[src/rtl/kernel_coeff_editor.sv]
// 3x3 signed convolution-kernel editor: push-button cursor, switch writes, 7-seg readout.
// Optional macro KERNEL_SUM_EN builds the saturated coefficient-sum output.
module kernel_coeff_editor #(
    parameter int unsigned PRECISION = 16
) (
    input  logic                                VGA_CLK,
    input  logic                                reset,
    input  logic [1:0]                          KEY,
    input  logic [8:0]                          SW,
    output logic [6:0]                          HEX1,
    output logic [6:0]                          HEX2,
    output logic [6:0]                          HEX4,
    output logic [6:0]                          HEX5,
    output logic [2:0][2:0][PRECISION-1:0]      custom_kernel,
    output logic [7:0]                          kernel_sum_u8
);

    localparam int unsigned SUM_W = PRECISION + 4;

    logic [1:0]           key_s1, key_s2, key_prev;
    logic [1:0]           pressed;
    logic [1:0]           x, y;
    logic [3:0]           val_q;
    logic                 wr_q;
    logic [PRECISION-1:0] sel_q;
    logic                 sel_neg;
    logic [3:0]           sel_mag;

    function automatic logic [6:0] seg7(input logic [3:0] d);
        case (d)
            4'h0:    seg7 = 7'b1000000;
            4'h1:    seg7 = 7'b1111001;
            4'h2:    seg7 = 7'b0100100;
            4'h3:    seg7 = 7'b0110000;
            4'h4:    seg7 = 7'b0011001;
            4'h5:    seg7 = 7'b0010010;
            4'h6:    seg7 = 7'b0000010;
            4'h7:    seg7 = 7'b1111000;
            4'h8:    seg7 = 7'b0000000;
            4'h9:    seg7 = 7'b0010000;
            4'hA:    seg7 = 7'b0001000;
            4'hB:    seg7 = 7'b0000011;
            4'hC:    seg7 = 7'b1000110;
            4'hD:    seg7 = 7'b0100001;
            4'hE:    seg7 = 7'b0000110;
            default: seg7 = 7'b0001110;
        endcase
    endfunction

    // Synchronise the async keys; a pulse marks each high-to-low transition.
    always_ff @(posedge VGA_CLK or posedge reset) begin
        if (reset) begin
            key_s1   <= 2'b11;
            key_s2   <= 2'b11;
            key_prev <= 2'b11;
        end else begin
            key_s1   <= KEY;
            key_s2   <= key_s1;
            key_prev <= key_s2;
        end
    end

    assign pressed = key_prev & ~key_s2;

    always_ff @(posedge VGA_CLK or posedge reset) begin
        if (reset) begin
            x <= 2'd0;
            y <= 2'd0;
        end else begin
            if (pressed[0]) x <= (x == 2'd2) ? 2'd0 : x + 2'd1;
            if (pressed[1]) y <= (y == 2'd2) ? 2'd0 : y + 2'd1;
        end
    end

    // Write uses the cursor as it stands this cycle; moves land on the next write.
    always_ff @(posedge VGA_CLK or posedge reset) begin
        if (reset) begin
            val_q         <= 4'd0;
            wr_q          <= 1'b0;
            custom_kernel <= {9{PRECISION'(1)}};
            sel_q         <= PRECISION'(1);
        end else begin
            val_q <= SW[7:4];
            wr_q  <= SW[8];
            if (wr_q) custom_kernel[y][x] <= PRECISION'($signed(val_q));
            sel_q <= custom_kernel[y][x];
        end
    end

    assign sel_neg = sel_q[PRECISION-1];
    assign sel_mag = sel_neg ? 4'(~sel_q[3:0] + 4'd1) : sel_q[3:0];

    assign HEX1 = seg7({2'b00, y});
    assign HEX2 = seg7({2'b00, x});
    assign HEX4 = seg7(sel_mag);
    assign HEX5 = sel_neg ? 7'b0111111 : 7'b1111111;

`ifdef KERNEL_SUM_EN
    logic signed [SUM_W-1:0] sum_c;

    always_comb begin
        sum_c = '0;
        for (int i = 0; i < 3; i++) begin
            for (int j = 0; j < 3; j++) begin
                sum_c = sum_c + SUM_W'($signed(custom_kernel[2'(i)][2'(j)]));
            end
        end
    end

    // Clamp to 0..255 so the normalisation aid never wraps.
    always_ff @(posedge VGA_CLK or posedge reset) begin
        if (reset) begin
            kernel_sum_u8 <= 8'd9;
        end else if (sum_c[SUM_W-1]) begin
            kernel_sum_u8 <= 8'd0;
        end else if (sum_c > $signed(SUM_W'(255))) begin
            kernel_sum_u8 <= 8'd255;
        end else begin
            kernel_sum_u8 <= sum_c[7:0];
        end
    end
`else
    assign kernel_sum_u8 = 8'd0;
`endif

    logic unused_ok;
    assign unused_ok = &{1'b0, SW[3:0], sel_q[PRECISION-2:4]};

endmodule

[config.mk]
export PLATFORM = sky130hd
export DESIGN_NAME = kernel_coeff_editor
export DESIGN_NICKNAME = d
export VERILOG_FILES = /design/src/rtl/kernel_coeff_editor.sv
export SDC_FILE = /design/constraint.sdc
export NUM_CORES = 1
export LEC_CHECK = 0
export ABC_AREA = 1
export CORE_MARGIN = 5
export CORE_UTILIZATION = 35
export DETAILED_ROUTE_END_ITERATION = 12
export GPL_TIMING_DRIVEN = 1
export PLACE_DENSITY_LB_ADDON = 0.08
export SYNTH_ARGS = -nofsm -noshare
export SYNTH_HDL_FRONTEND = slang
export SYNTH_SLANG_ARGS = --single-unit
[constraint.sdc]
create_clock -name VGA_CLK -period 1.9 [get_ports VGA_CLK]
set_input_delay 0.19 -clock VGA_CLK [delete_from_list [all_inputs] [get_ports VGA_CLK]]
set_output_delay 0.19 -clock VGA_CLK [all_outputs]
set_load 0.05 [all_outputs]
==> impl_results.md, run 1 <==
- Outcome: finished with violations
- Failing checks: setup timing
- Achievable frequency: 0.4652 GHz
- Detail Placement HPWL: 6762 um
- R2R cell count: 5
- Antenna diode count: 0
- Root Buffer: clkbuf_8
- Yosys warnings: 0
- Final Critical Period: 2.150 ns
- # setup viols final: 7
- Largest net degree at the start of global routing: 29
- Fin. Hold Viols: 0
- Fillers: 938
- Die Area: 12,070 um2
- Element type at the critical path start: register
- R2R setup slack: 0.37 ns
- Worst-path clk slew: 0.10 ns
- Die Wd: 109.9 um
- Final WL: 9089 um
- Yosys cell types: 23
- Crit-path leading delay family: flip-flops
- Share of layout cells above drive strength 1: 47.58%
- Clk buf depth: 2
- CP Capture Type: output pin
- CP max stage delay: 0.55 ns
- Drt drc: 0
- RR Endpoint: custom_kernel[50]$_DFFE_PP0P_
- Crit-path max FO: 6
- Worst Path Buf+Inv: 3
- H-tree Lvls: 2
- Initial DRC count: 105
- RSZ-0062 raised after global routing: yes
- Post-synthesis sequential area ratio: 40.00%
- Slew HR: 65.59%
- Worst Tran Pin Value: 0.5153 ns
- Vias per cell: 4.273
- Number of buffers created by CTS: 5
- Die H: 109.9 um
- Initial antenna violation count: 0
- Max stage delay cell, worst path: dfstp_2
- First-pass GRT wire length: 13,500 um
- Total global routing overflow: 0
- Commonest non-fill, non-tap cell in the layout: buf_4
- DRT antenna net count: 0
- Core Area: 9729 um2
- Final period util: 113.1%
- Syn-to-layout area delta: 34.30%
- Final core utilization: 48.19%
- Worst setup margin: -0.2497 ns
- Most frequent cells in the layout: buf_4 (146), nand2_1 (83), dfrtp_1 (39)
- Starting Density: 35.88%
- Hold Path Class: input pin to async pin
- Vias: 2,688
- Hold slack: 0.1800 ns
- Critical path class: register to output pin
- Ports: 193
- Crit path required time: 1.71 ns
- Register bit total from synthesis: 55
- Global Route Usage Sum: 14.47%
- Drt wl/cell: 14.45 um
- Skew final: 0.01123 ns
- Slew Viols, Final: 0
- Post-Syn Area per Cell: 8.391 um2
- Routability cong.: 0.8016
- PortBufs: 172
- MaxCap Viol Count: 0
- CTS tree: built
- CP Cell Sequence: inv_2, ha_4, nand2_4, nand2_8, ha_4, nand2_2, nand2_2, clkinvlp_4, buf_12
- Nets: 512
- Mapped cell area: 3491 um2
- Clock sink count: 55
- Row cnt: 36
- DR pass1 iterations: 4
- Vias in the first global route: 2,474
- Post-synthesis cell count: 416
- Skew-Pair Late Insertion Delay: 0.31 ns
- R2R Path Start: y[0]$_DFFE_PP0P_
- Placement Setup Slack: -0.01448 ns
- Setup TNS after final layout: -1.392 ns
- WP data arrival: 1.96 ns
==> cell type report <==
class / count / area, um2 / share of cell area [%]
repair buffers: 188 / 1649 / 35.17
clock inverters: 1 / 30.03 / 0.6405
well taps: 133 / 166.4 / 3.550
multi-input cells: 221 / 1266 / 27.01
clock buffers: 7 / 76.32 / 1.628
inverters: 24 / 103.9 / 2.215
flip-flops and latches: 55 / 1396 / 29.78
==> cells in the mapped netlist <==
| cell type | instances | area (um2) |
|---|---|---|
| nor2_2 | 2 | 12.51 |
| nand4_1 | 1 | 6.260 |
| o21ai_1 | 1 | 5.000 |
| inv_2 | 4 | 15.01 |
| clkbuf_1 | 1 | 3.750 |
| inv_1 | 18 | 67.56 |
| dfrtp_1 | 39 | 975.9 |
| conb_1 | 2 | 7.510 |
| nand3_2 | 3 | 30.03 |
| nand2_4 | 2 | 22.52 |
| inv_4 | 2 | 12.51 |
| o21ai_0 | 26 | 130.1 |
| buf_2 | 1 | 5.000 |
| nand3_1 | 22 | 110.1 |
| nand2_1 | 97 | 364.1 |
| a21oi_1 | 17 | 85.08 |
| nor2_4 | 5 | 56.30 |
| ha_1 | 4 | 50.05 |
| nor2_1 | 21 | 78.83 |
| buf_4 | 128 | 960.9 |
| nor2_8 | 3 | 60.06 |
| dfstp_2 | 16 | 420.4 |
| buf_6 | 1 | 11.26 |
==> state kept, by name, summed over array words and instances, names as in the netlist <==
| register | cells |
|---|---|
| key_s1 | 2 |
| key_s2 | 2 |
| wr_q | 1 |
| sel_q | 4 |
| custom_kernel | 36 |
| key_prev | 2 |
| x | 2 |
| y | 2 |
| val_q | 4 |
==> through the flow <==
stage	std cells	instance area [um2]
after detailed placement	615	4364
after global routing	629	4688
after CTS	626	4622
after global placement	615	4364
after floorplan	430	3570
final	629	4688
==> repair_timing <==
item	CTS	global route
pin swaps	13	12
endpoints found under the hold margin	0	0
gates cloned	1	0
buffers inserted	2	3
setup endpoints to repair	7	8
resized for setup	28	13
hold buffers	0	0
==> per-layer routing <==
metal / vias to the layer above / track usage, % / part of all wire [%] / wire (um)
met3: 4 / 3.464 / 9.6 / 870
li1: 1318 / - / - / -
met5: - / 0 / 0 / 0
met4: 0 / 3.206 / 0.55 / 50
met2: 129 / 25.61 / 51 / 4623
met1: 1237 / 17.73 / 39 / 3545
==> cell families (layout without fill, tap and decap cells) <==
group	Yosys count	count (layout)	synth area share (%)
adders and majority gates	4	4	1.434
AOI/OAI and AO/OA	44	44	6.308
DFF	55	55	40.00
buffers and inverters	155	220	30.82
other	2	16	0.2151
and+or+nand+nor	156	157	21.22
==> how the worst max path moves through the flow <==
stage | start | endpoint | slack (ns) | depth (start not counted)
after global placement | sel_q[0]$_DFF_PP1_ | HEX4[6] | 0.02 | 10
final | sel_q[0]$_DFF_PP1_ | HEX4[1] | -0.25 | 9
after detailed placement | sel_q[0]$_DFF_PP1_ | HEX4[6] | -0.01 | 10
after floorplan | sel_q[0]$_DFF_PP1_ | HEX4[5] | -0.07 | 7
after CTS | sel_q[0]$_DFF_PP1_ | HEX4[1] | -0.24 | 9
after global routing | sel_q[0]$_DFF_PP1_ | HEX4[1] | -0.32 | 9
Power of run 1 is not shown: default switching activity piles up to over one toggle a cycle in this logic, so the estimate is an artifact.
==> run 2: changes to the inputs <==
- CORE_UTILIZATION: 35 -> 39
==> run 2 against run 1 <==
The flow still finishes with violations (setup timing). Maximum frequency up 1.8%. Sequential cell count did not move. Sequential share of layout area is 0.43 points higher. Cell area decreased by 1.4%. Clock-buffer cell count unchanged. Worst hold slack gained 0.029 ns.
==> impl_results.md, run 2 (synthesized netlist as in run 1, its figures left out) <==
- H-tree Lvls: 2
- Area of the multi-input gates: 1236 um2
- Core Area: 8721 um2
- Drt drc: 0
- WP data arrival: 1.92 ns
- Final Critical Period: 2.112 ns
- Skew final: 0.007285 ns
- R2R cell count: 7
- Number of buffers created by CTS: 5
- Hold slack: 0.2089 ns
- Row cnt: 34
- DR pass1 iterations: 5
- Skew-Pair Late Insertion Delay: 0.31 ns
- Initial antenna violation count: 0
- Fin. Hold Viols: 0
- Detail Placement HPWL: 6482 um
- Syn-to-layout area delta: 32.40%
- CTS tree: built
- Vias in the first global route: 2,561
- Crit-path max FO: 6
- Hold Path Class: input pin to async pin
- Die H: 104.6 um
- Clk buf depth: 2
- Global Route Usage Sum: 14.73%
- Initial DRC count: 121
- Die Wd: 104.6 um
- Vias per cell: 4.430
- Achievable frequency: 0.4735 GHz
- Hold_buf cts: 0
- CP Capture Type: output pin
- Clock sink count: 55
- Worst-path clk slew: 0.09 ns
- Storage element area: 1396 um2
- Worst Tran Pin Value: 0.5310 ns
- MaxCap Viol Count: 0
- Outcome: finished with violations
- Slew Viols, Final: 0
- Ports: 193
- Biggest register: custom_kernel
- Final period util: 111.1%
- Most frequent cells in the layout: buf_4 (144), nand2_1 (87), dfrtp_1 (39)
- RSZ-0062 raised after global routing: yes
- Critical path class: register to output pin
- PortBufs: 172
- Nets: 511
- # setup viols final: 7
- Commonest non-fill, non-tap cell in the layout: buf_4
- Antenna diode count: 0
- Starting Density: 40.03%
- Final WL: 8501 um
- Largest regs: custom_kernel x36, sel_q x4, val_q x4
- Routability cong.: 0.7714
- Setup TNS after final layout: -1.198 ns
- Die Area: 10,940 um2
- Share of layout cells above drive strength 1: 46.06%
- First-pass GRT wire length: 13,410 um
- Fillers: 806
- Root Buffer: clkbuf_8
- Worst setup margin: -0.2117 ns
- Slew HR: 64.49%
- Drt wl/cell: 14.10 um
- Number of flip-flops in the largest register: 36
- Crit path required time: 1.71 ns
- Element type at the critical path start: register
- Total global routing overflow: 0
- Failing checks: setup timing
- DRT antenna net count: 0
- Largest net degree at the start of global routing: 28
- Vias: 2,671
==> run 2: routing by layer <==
layer / track usage (%) / up-vias / part of all wire, %
met1: 18.54 / 1221 / 40
met3: 3.884 / 8 / 9.3
li1: - / 1316 / -
met4: 3.196 / 0 / 1.1
met5: 0 / - / 0
met2: 25.48 / 126 / 50
==> run 2: critical path: stages (launching register included) <==
cell	delay, ns
dfstp_2	0.54
inv_2	0.05
ha_4	0.21
nand2_4	0.08
nand2_8	0.08
ha_4	0.27
nand2_1	0.05
nand2_2	0.09
clkinvlp_4	0.09
buf_12	0.15
==> run 2: cell type report <==
type,instances,share of cell area [%]
timing repair buffer,187,35.63
tap,108,2.924
clock inverter,1,0.6497
multi-input combinational,221,26.75
inverter,24,2.193
sequential,55,30.21
clock buffer,7,1.651
==> run 2: worst paths after layout <==
check                                     from  slack (ns)                       endpoint
max                         sel_q[0]$_DFF_PP1_       -0.21                        HEX4[1]
min                                      reset        0.21               x[1]$_DFFE_PP0P_
max reg2reg                   y[0]$_DFFE_PP0P_        0.40  custom_kernel[94]$_DFFE_PP0P_
min reg2reg                key_s1[0]$_DFF_PP1_        0.36            key_s2[0]$_DFF_PP1_
max in group asynchronous                reset        1.11   custom_kernel[0]$_DFFE_PP1P_
min in group VGA_CLK                    KEY[0]        0.28            key_s1[0]$_DFF_PP1_
==> run 2: what timing repair did <==
action | 4_1_cts | 5_1_grt
setup endpoints to repair | 7 | 10
resized for setup | 18 | 15
endpoints found under the hold margin | 0 | 0
cloned | 0 | 1
setup buffers | 1 | 5
pin swaps | 9 | 14
==> run 2: metrics by stage <==
| step | utilization [%] | cell area (um2) | worst slack (ns) | cells |
|---|---|---|---|---|
| 2_1_floorplan | - | 3570 | -0.07004 | 430 |
| 3_3_place_gp | 49.54 | 4320 | 0.02375 | 588 |
| 3_5_place_dp | 49.54 | 4320 | -0.01801 | 588 |
| 4_1_cts | 51.89 | 4526 | -0.2230 | 597 |
| 5_1_grt | 53.00 | 4622 | -0.3051 | 603 |
| 6_report | 53.00 | 4622 | -0.2117 | 603 |
Power of run 2 is left out for the same reason.
